**config.mk**
```make
export PLATFORM = sky130hd
export DESIGN_NAME = yarp_mem_arbiter
export DESIGN_NICKNAME = d
export VERILOG_FILES = /design/src/rtl/yarp_mem_arbiter.sv
export SDC_FILE = /design/constraint.sdc
export NUM_CORES = 1
export LEC_CHECK = 0
export CORE_UTILIZATION = 44
export DETAILED_ROUTE_END_ITERATION = 10
export HOLD_SLACK_MARGIN = 0.05
export PLACE_DENSITY = 0.83
export SLEW_MARGIN = 20
export SYNTH_ARGS = -nofsm -noshare
export SYNTH_HDL_FRONTEND = slang
export SYNTH_SLANG_ARGS = --single-unit
```
**constraint.sdc**
```tcl
create_clock -name clk -period 10.12 [get_ports clk]
set_input_delay 1.012 -clock clk [delete_from_list [all_inputs] [get_ports clk]]
set_output_delay 1.012 -clock clk [all_outputs]
set_load 0.005 [all_outputs]
```
**src/rtl/yarp_mem_arbiter.sv**
```systemverilog
// Arbitrates an instruction-fetch port and a load/store port onto one shared memory port.
// Optional access timeout is enabled by defining YARP_ARB_TIMEOUT_EN.
module yarp_mem_arbiter #(
  parameter int unsigned TIMEOUT  = 255,
  parameter logic [31:0] ERR_DATA = 32'hDEAD_BEEF
) (
  input  logic        clk,
  input  logic        reset,
  input  logic        instr_mem_req,
  input  logic [31:0] instr_mem_addr,
  output logic        instr_mem_ack,
  output logic [31:0] instr_mem_rd_data,
  input  logic        data_mem_req,
  input  logic [31:0] data_mem_addr,
  input  logic [1:0]  data_mem_byte_en,
  input  logic        data_mem_wr,
  input  logic [31:0] data_mem_wr_data,
  output logic        data_mem_ack,
  output logic [31:0] data_mem_rd_data,
  output logic        mem_req,
  output logic [31:0] mem_addr,
  output logic        mem_wr,
  output logic [1:0]  mem_byte_en,
  output logic [31:0] mem_wr_data,
  input  logic [31:0] mem_rd_data,
  input  logic        mem_ready,
  output logic        arb_err
);

  typedef enum logic [1:0] {
    IDLE      = 2'd0,
    INSTR_ACC = 2'd1,
    DATA_ACC  = 2'd2,
    RESP      = 2'd3
  } state_e;

  localparam logic GRANT_INSTR = 1'b0;
  localparam logic GRANT_DATA  = 1'b1;

  state_e      state_q, state_d;
  logic        last_grant_q, last_grant_d;
  logic        mem_req_q, mem_req_d;
  logic [31:0] mem_addr_q, mem_addr_d;
  logic        mem_wr_q, mem_wr_d;
  logic [1:0]  mem_byte_en_q, mem_byte_en_d;
  logic [31:0] mem_wr_data_q, mem_wr_data_d;
  logic        instr_ack_q, instr_ack_d;
  logic [31:0] instr_rd_q, instr_rd_d;
  logic        data_ack_q, data_ack_d;
  logic [31:0] data_rd_q, data_rd_d;
  logic        arb_err_q, arb_err_d;

  logic grant_instr_c, grant_data_c, in_acc_c, timeout_c, done_c;

  // On contention the requester that was not granted last time wins.
  assign grant_instr_c = instr_mem_req & (~data_mem_req | (last_grant_q == GRANT_DATA));
  assign grant_data_c  = data_mem_req & (~instr_mem_req | (last_grant_q == GRANT_INSTR));
  assign in_acc_c      = (state_q == INSTR_ACC) || (state_q == DATA_ACC);
  assign done_c        = in_acc_c & (mem_ready | timeout_c);

`ifdef YARP_ARB_TIMEOUT_EN
  localparam int unsigned CNT_W = ($clog2(TIMEOUT + 1) > 8) ? $clog2(TIMEOUT + 1) : 8;

  logic [CNT_W-1:0] tmo_cnt_q, tmo_cnt_d;

  // Counts cycles spent waiting for mem_ready in the current access.
  always_comb begin
    tmo_cnt_d = tmo_cnt_q;
    if ((state_q == IDLE) && (grant_instr_c || grant_data_c)) begin
      tmo_cnt_d = '0;
    end else if (in_acc_c) begin
      tmo_cnt_d = tmo_cnt_q + CNT_W'(1);
    end
  end

  always_ff @(posedge clk or posedge reset) begin
    if (reset) tmo_cnt_q <= '0;
    else       tmo_cnt_q <= tmo_cnt_d;
  end

  assign timeout_c = in_acc_c & (tmo_cnt_q == CNT_W'(TIMEOUT - 1));
`else
  logic unused_timeout;
  assign unused_timeout = ^32'(TIMEOUT);
  assign timeout_c      = 1'b0;
`endif

  // State register.
  always_ff @(posedge clk or posedge reset) begin
    if (reset) state_q <= IDLE;
    else       state_q <= state_d;
  end

  // Next-state logic.
  always_comb begin
    state_d = state_q;
    case (state_q)
      IDLE: begin
        if (grant_instr_c)     state_d = INSTR_ACC;
        else if (grant_data_c) state_d = DATA_ACC;
      end
      INSTR_ACC, DATA_ACC: begin
        if (done_c) state_d = RESP;
      end
      RESP:    state_d = IDLE;
      default: state_d = IDLE;
    endcase
  end

  // Output/datapath next values; every output is taken from a register.
  always_comb begin
    last_grant_d  = last_grant_q;
    mem_req_d     = mem_req_q;
    mem_addr_d    = mem_addr_q;
    mem_wr_d      = mem_wr_q;
    mem_byte_en_d = mem_byte_en_q;
    mem_wr_data_d = mem_wr_data_q;
    instr_rd_d    = instr_rd_q;
    data_rd_d     = data_rd_q;
    instr_ack_d   = 1'b0;
    data_ack_d    = 1'b0;
    arb_err_d     = 1'b0;
    case (state_q)
      IDLE: begin
        if (grant_instr_c) begin
          last_grant_d  = GRANT_INSTR;
          mem_req_d     = 1'b1;
          mem_addr_d    = instr_mem_addr;
          mem_wr_d      = 1'b0;
          mem_byte_en_d = 2'b10;
          mem_wr_data_d = 32'h0;
        end else if (grant_data_c) begin
          last_grant_d  = GRANT_DATA;
          mem_req_d     = 1'b1;
          mem_addr_d    = data_mem_addr;
          mem_wr_d      = data_mem_wr;
          mem_byte_en_d = data_mem_byte_en;
          mem_wr_data_d = data_mem_wr_data;
        end
      end
      INSTR_ACC, DATA_ACC: begin
        if (done_c) begin
          mem_req_d = 1'b0;
          arb_err_d = timeout_c & ~mem_ready;
          if (state_q == INSTR_ACC) begin
            instr_ack_d = 1'b1;
            instr_rd_d  = mem_ready ? mem_rd_data : ERR_DATA;
          end else begin
            data_ack_d = 1'b1;
            data_rd_d  = mem_ready ? mem_rd_data : ERR_DATA;
          end
        end
      end
      default: ;
    endcase
  end

  // Output and arbitration registers.
  always_ff @(posedge clk or posedge reset) begin
    if (reset) begin
      last_grant_q  <= GRANT_DATA;
      mem_req_q     <= 1'b0;
      mem_addr_q    <= 32'h0;
      mem_wr_q      <= 1'b0;
      mem_byte_en_q <= 2'b00;
      mem_wr_data_q <= 32'h0;
      instr_ack_q   <= 1'b0;
      instr_rd_q    <= 32'h0;
      data_ack_q    <= 1'b0;
      data_rd_q     <= 32'h0;
      arb_err_q     <= 1'b0;
    end else begin
      last_grant_q  <= last_grant_d;
      mem_req_q     <= mem_req_d;
      mem_addr_q    <= mem_addr_d;
      mem_wr_q      <= mem_wr_d;
      mem_byte_en_q <= mem_byte_en_d;
      mem_wr_data_q <= mem_wr_data_d;
      instr_ack_q   <= instr_ack_d;
      instr_rd_q    <= instr_rd_d;
      data_ack_q    <= data_ack_d;
      data_rd_q     <= data_rd_d;
      arb_err_q     <= arb_err_d;
    end
  end

  assign mem_req           = mem_req_q;
  assign mem_addr          = mem_addr_q;
  assign mem_wr            = mem_wr_q;
  assign mem_byte_en       = mem_byte_en_q;
  assign mem_wr_data       = mem_wr_data_q;
  assign instr_mem_ack     = instr_ack_q;
  assign instr_mem_rd_data = instr_rd_q;
  assign data_mem_ack      = data_ack_q;
  assign data_mem_rd_data  = data_rd_q;
  assign arb_err           = arb_err_q;

endmodule

```
==> results of run 1 <==
-- registers in the layout (all words and copies together) (netlist names) --
signal and flops:
instr_mem_rd_data 32, state_q 2, mem_wr 1, mem_addr 32, mem_wr_data 32, data_mem_rd_data 32, data_mem_ack 1, last_grant_q 1
mem_req 1, mem_byte_en 2, instr_mem_ack 1
-- path summary, 6_finish.rpt --
check / from / end / slack (ns) / cells after the start
max: data_mem_req / state_q[0] / 7.47 / 4
min: data_mem_rd_data[9] / data_mem_rd_data[9] / 0.49 / 1
max reg2reg: state_q[0] / mem_addr[10] / 8.20 / 6
min reg2reg: data_mem_rd_data[9] / data_mem_rd_data[9] / 0.49 / 1
max in group asynchronous: reset / mem_wr_data[2] / 7.83 / 3
min in group asynchronous: reset / instr_mem_rd_data[23] / 1.10 / 2
-- area by class of cell --
cell class	count	area, um^2	area share, %
Clock buffer	19	442.9	5.007
Clock inverter	11	125.1	1.414
Inverter	9	38.79	0.4385
Tap cell	168	210.2	2.376
Multi-Input combinational cell	252	1862	21.05
Timing Repair Buffer	275	2738	30.95
Sequential cell	137	3430	38.77
-- logic make-up after synthesis --
| logic type | count (synthesis) | synth area share [%] |
|---|---|---|
| AOI/OAI and AO/OA | 140 | 16.24 |
| adders and majority gates | 4 | 0.9124 |
| buffers and inverters | 43 | 3.741 |
| DFF | 137 | 62.52 |
| muxes | 66 | 13.53 |
| other | 1 | 0.06837 |
| and+or+nand+nor | 41 | 2.988 |
-- power groups by stage --
stage	Clock [mW]	Sequential (mW)	Combinational (mW)
5_1_grt	0.628	0.991	1.24
3_3_place_gp	0	0.949	1.12
4_1_cts	0.599	0.960	1.16
6_report	0.590	0.959	1.15
2_1_floorplan	0	0.966	0.468
3_5_place_dp	0	0.961	1.15
-- worst max-delay path, cell delays in order --
cell	delay (ns)
clkdlybuf4s50_1	0.62
and2b_1	0.81
o22ai_1	0.18
mux2_2	0.31
-- placed cells by master (no fill, tap or decap), types with 2 or more instances in the layout --
cell / n
clkbuf_16: 17
clkdlybuf4s50_1: 269
ha_1: 4
o22ai_1: 3
buf_4: 6
a22o_1: 34
dfrtp_1: 136
nor2_1: 35
clkinv_2: 2
clkinvlp_4: 5
a21oi_1: 33
o21ai_0: 32
inv_6: 2
inv_1: 8
nand2_1: 3
a31oi_1: 32
mux2_2: 44
mux2_1: 21
bufinv_16: 2
-- per-layer routing --
metal,vias up,GRT usage [%]
met3,34,7.014
met2,247,42.36
met1,2203,27.29
met5,-,0
li1,2081,-
met4,0,10.79
-- synthesized netlist by cell type --
| cell | number | area share [%] |
|---|---|---|
| mux2_1 | 21 | 4.3 |
| and2b_1 | 1 | 0.14 |
| inv_1 | 9 | 0.62 |
| a31oi_1 | 32 | 3.6 |
| clkbuf_1 | 11 | 0.75 |
| ha_1 | 4 | 0.91 |
| nand2b_1 | 1 | 0.11 |
| a21boi_0 | 1 | 0.14 |
| mux2i_1 | 1 | 0.18 |
| dfstp_2 | 1 | 0.48 |
| buf_4 | 7 | 0.96 |
| a21oi_2 | 1 | 0.16 |
| o21a_1 | 1 | 0.14 |
| o22ai_1 | 3 | 0.34 |
| a21o_1 | 1 | 0.14 |
| a2bb2oi_1 | 1 | 0.16 |
| conb_1 | 1 | 0.068 |
| nor2_1 | 35 | 2.4 |
| nand2_1 | 3 | 0.21 |
| mux2_2 | 44 | 9.0 |
| o21ai_0 | 32 | 2.9 |
| o21ai_2 | 1 | 0.16 |
| a21oi_1 | 33 | 3.0 |
| buf_2 | 14 | 1.3 |
| a22o_1 | 34 | 5.4 |
| nand3b_1 | 1 | 0.14 |
| dfrtp_1 | 136 | 62 |
| buf_1 | 2 | 0.14 |
-- per-stage QoR --
stage | setup slack, ns | cell area [um^2]
CTS | 7.331 | 8842
global placement | 7.009 | 8274
floorplan | 5.442 | 5485
global route | 7.335 | 8846
finish | 7.470 | 8846
detailed placement | 6.912 | 8274
==> impl_metrics.json, run 1 <==
{
  "syn_inst": 432,
  "dr.pass1.iters": 5,
  "ios": 271,
  "maxSlewHeadroom_pct": 35.82,
  "dp_cells": 841,
  "final_cells": 871,
  "start_kind": "input port",
  "skew_ns": 0.005362,
  "routedWlPerCell_um": 17.47,
  "cts_tree": "built",
  "path_max_fanout": 34,
  "numPortBuffers": 269,
  "cts_setup_buffers": 0,
  "maxSlewViolCount": 0,
  "switchingPower_mw": 0.7977,
  "tightest_slew_ns": 0.9627,
  "netSwitchingFraction_pct": 29.59,
  "maxCapViolations": 0,
  "ys_seq_area_share_pct": 62.52,
  "intPower_mw": 1.898,
  "drive_gt1_share_pct": 12.09,
  "setup_viol": 0,
  "fmax_mhz": 377.3,
  "route.top_layer_used": "met4",
  "status": "finished, final reports clean",
  "p_per_area_mw_per_mm2": 304.7,
  "coreArea_mm2": 0.01206,
  "yosys_register_bits": 137,
  "hp-class": "flop to flop",
  "place.gp.congestion": 0.8250,
  "first_iter_violations": 298,
  "drt.antenna.violating_nets": 0,
  "grt_pass1_wl_um": 24120,
  "nets": 832,
  "syn2layout_area_growth_pct": 61.27,
  "n_antenna_cell": 0,
  "grt_pass1_vias": 4813,
  "wl_met3_um": 1271,
  "ir_worst_vdd_mv": 0.1229,
  "fin_tns_setup_ns": 0,
  "leakagePower_nw": 3.706,
  "fin_crit_ns": 2.650,
  "numClockSinks": 137,
  "path_class": "input port to flop",
  "dpl.hpwl_um": 10750,
  "fin_util_pct": 73.34,
  "wl_um": 15220,
  "seq_power_share_pct": 35.6,
  "drcViolationCount": 0,
  "p_comb_share_pct": 42.6,
  "worstPathArrival_ns": 2.93,
  "syn_nets": 572,
  "wl_met1_um": 5796,
  "htree_levels": 4,
  "grt_max_degree": 85,
  "period_share_pct": 26.19,
  "synth_warnings": 0,
  "antenna_found_initial": 0,
  "grt_usage_pct": 24.15,
  "fin_hold_ws_ns": 0.4886,
  "clk_pin_slew_worst_paths_ns": 0.06,
  "cts_buffers": 17,
  "fp.dieArea_mm2": 0.01292,
  "p_clk_share_pct": 21.9,
  "cts_root_buffer": "clkbuf_16",
  "avgSynthCellArea_um2": 12.70,
  "cts_resized": 0,
  "rows": 40,
  "rsz0062_at_grt": "no",
  "globalRouteOverflowTotal": 0,
  "crit_required_ns": 10.40,
  "synth.distinct_cells": 28,
  "hold_viol": 0,
  "initial_utilization_pct": 45.48,
  "nFillCells": 820,
  "vias": 4565,
  "p_total_mw": 2.696,
  "clock_path_buffers": 2,
  "clk_latency_ns": 0.40,
  "dr_wl_met2_um": 7725,
  "ctsHoldBuffers": 0,
  "dieHeight_um": 113.7,
  "viasPerCell": 5.241,
  "worst_setup_path_end_kind": "flop",
  "die_x_um": 113.7,
  "syn_area_mm2": 0.005485
}
(Power assumes the default switching activity.)
==> inputs of run 2 (changes only) <==
- CORE_UTILIZATION: 44 -> 40
- PLACE_DENSITY: 0.83 -> 0.77
- clock period: 10.12 -> 2.5 ns (I/O delays scaled with it)
==> run 2 against run 1 <==
Net effect: combinational power grew to 4.1 times the previous value; register-to-register slack worse by 7.6 ns; critical path depth is 1 higher; highest routed layer unchanged; final cell count is 1.6% higher; first-iteration DRC count is 13% lower; cell area is 1.6% higher.
==> impl_metrics.json, run 2 (synthesized netlist as in run 1, its figures left out) <==
{
  "status": "finished, final reports clean",
  "grt_pass1_wl_um": 24720,
  "rows": 42,
  "setup_viol": 0,
  "tightest_slew_ns": 0.8403,
  "crit_required_ns": 2.77,
  "fin_tns_setup_ns": 0,
  "rsz0062_at_grt": "no",
  "hp-class": "input port to async pin",
  "p_per_area_mw_per_mm2": 1242,
  "switchingPower_mw": 3.237,
  "nFillCells": 960,
  "maxCapViolations": 0,
  "cts_setup_buffers": 0,
  "ios": 271,
  "design_area_mm2": 0.008987,
  "worst_setup_path_end_kind": "flop",
  "initial_utilization_pct": 41.26,
  "htree_levels": 4,
  "seq_power_share_pct": 34.6,
  "p_clk_share_pct": 23.4,
  "worstPathArrival_ns": 2.15,
  "setup_slack_ns": 0.6245,
  "dp_cells": 854,
  "final_cell_mix": "clkdlybuf4s50_1 (269), dfrtp_1 (136), mux2_2 (44)",
  "p_total_mw": 11.17,
  "period_share_pct": 75.02,
  "maxSlewHeadroom_pct": 43.92,
  "die_x_um": 119.1,
  "clock_path_buffers": 2,
  "path_class": "flop to flop",
  "first_iter_violations": 259,
  "routedWlPerCell_um": 17.80,
  "fp.dieArea_mm2": 0.01419,
  "clk_pin_slew_worst_paths_ns": 0.06,
  "n_antenna_cell": 0,
  "viasPerCell": 5.214,
  "fin_crit_ns": 1.876,
  "place.gp.congestion": 0.8099,
  "antenna_found_initial": 0,
  "netSwitchingFraction_pct": 29.00,
  "final_cells": 885,
  "syn2layout_area_growth_pct": 63.85,
  "dpl_cell_area_mm2": 0.008371,
  "drt.antenna.violating_nets": 0,
  "fin_hold_ws_ns": 0.3563,
  "ir_worst_vdd_mv": 0.6657,
  "cts_buffers": 17,
  "globalRouteOverflowTotal": 0,
  "drcViolationCount": 0,
  "hold_viol": 0,
  "numClockSinks": 137,
  "dpl.hpwl_um": 10990,
  "maxSlewViolCount": 0,
  "leakagePower_nw": 3.784,
  "cts_root_buffer": "clkbuf_16",
  "grt_max_degree": 68,
  "start_kind": "flop",
  "intPower_mw": 7.928,
  "ctsHoldBuffers": 0,
  "r2r_cells": 5,
  "numPortBuffers": 269,
  "clk_latency_ns": 0.40,
  "dieHeight_um": 119.1,
  "coreArea_mm2": 0.01330,
  "fmax_mhz": 533.2,
  "path_max_fanout": 33,
  "r2r-start": "state_q[0]",
  "pre_cts_ws_ns": 0.4425,
  "dr.pass1.iters": 6,
  "vias": 4614,
  "nets": 837,
  "fin_util_pct": 67.60,
  "cts_tree": "built",
  "p_comb_share_pct": 42.0,
  "reg2reg_to": "data_mem_rd_data[1]",
  "grt_usage_pct": 22.53,
  "skew_ns": 0.006607,
  "cts_resized": 0,
  "drive_gt1_share_pct": 12.55,
  "wl_um": 15750,
  "rrSetupSlack_ns": 0.62,
  "grt_pass1_vias": 4767,
  "final_common_cell": "clkdlybuf4s50_1"
}
-- run 2: per-layer routing --
layer	wire (um)	global-route usage (%)	vias up	part of all wire, %
met3	1199	6.370	24	7.6
met4	326	8.070	0	2.1
met1	6232	26.25	2272	40
met5	0	0	-	0
li1	-	-	2086	-
met2	7992	39.39	232	51
-- run 2: worst max-delay path, cell delays in order (launching register included) --
cell and delay [ns]:
dfrtp_1 0.40, inv_1 0.08, ha_1 0.36, nand3b_1 0.11, buf_4 0.41, mux2_1 0.38
-- run 2: power groups by stage --
stage	clock, mW	sequential [mW]	combinational [mW]
2_1_floorplan	0	3.91	1.90
3_3_place_gp	0	3.83	4.61
3_5_place_dp	0	3.88	4.72
4_1_cts	2.67	3.86	4.75
5_1_grt	2.75	3.99	5.05
6_report	2.61	3.86	4.69
-- run 2: area by class of cell --
class,count,area [um^2],area share (%)
Timing Repair Buffer,280,2825,31.44
Inverter,9,37.54,0.4177
Sequential cell,137,3430,38.16
Clock inverter,12,173.9,1.935
Multi-Input combinational cell,252,1858,20.67
Tap cell,176,220.2,2.450
Clock buffer,19,442.9,4.928
-- run 2: how the worst max path moves through the flow --
stage               depth (start not counted)          start  slack, ns             endpoint
finish                                      5     state_q[0]       0.62  data_mem_rd_data[1]
global route                                5     state_q[0]       0.50  data_mem_rd_data[1]
CTS                                         5     state_q[0]       0.60  data_mem_rd_data[1]
detailed placement                          4  instr_mem_req       0.44         mem_addr[28]
global placement                            4  instr_mem_req       0.56         mem_addr[24]
floorplan                                   1          reset       0.54         data_mem_ack
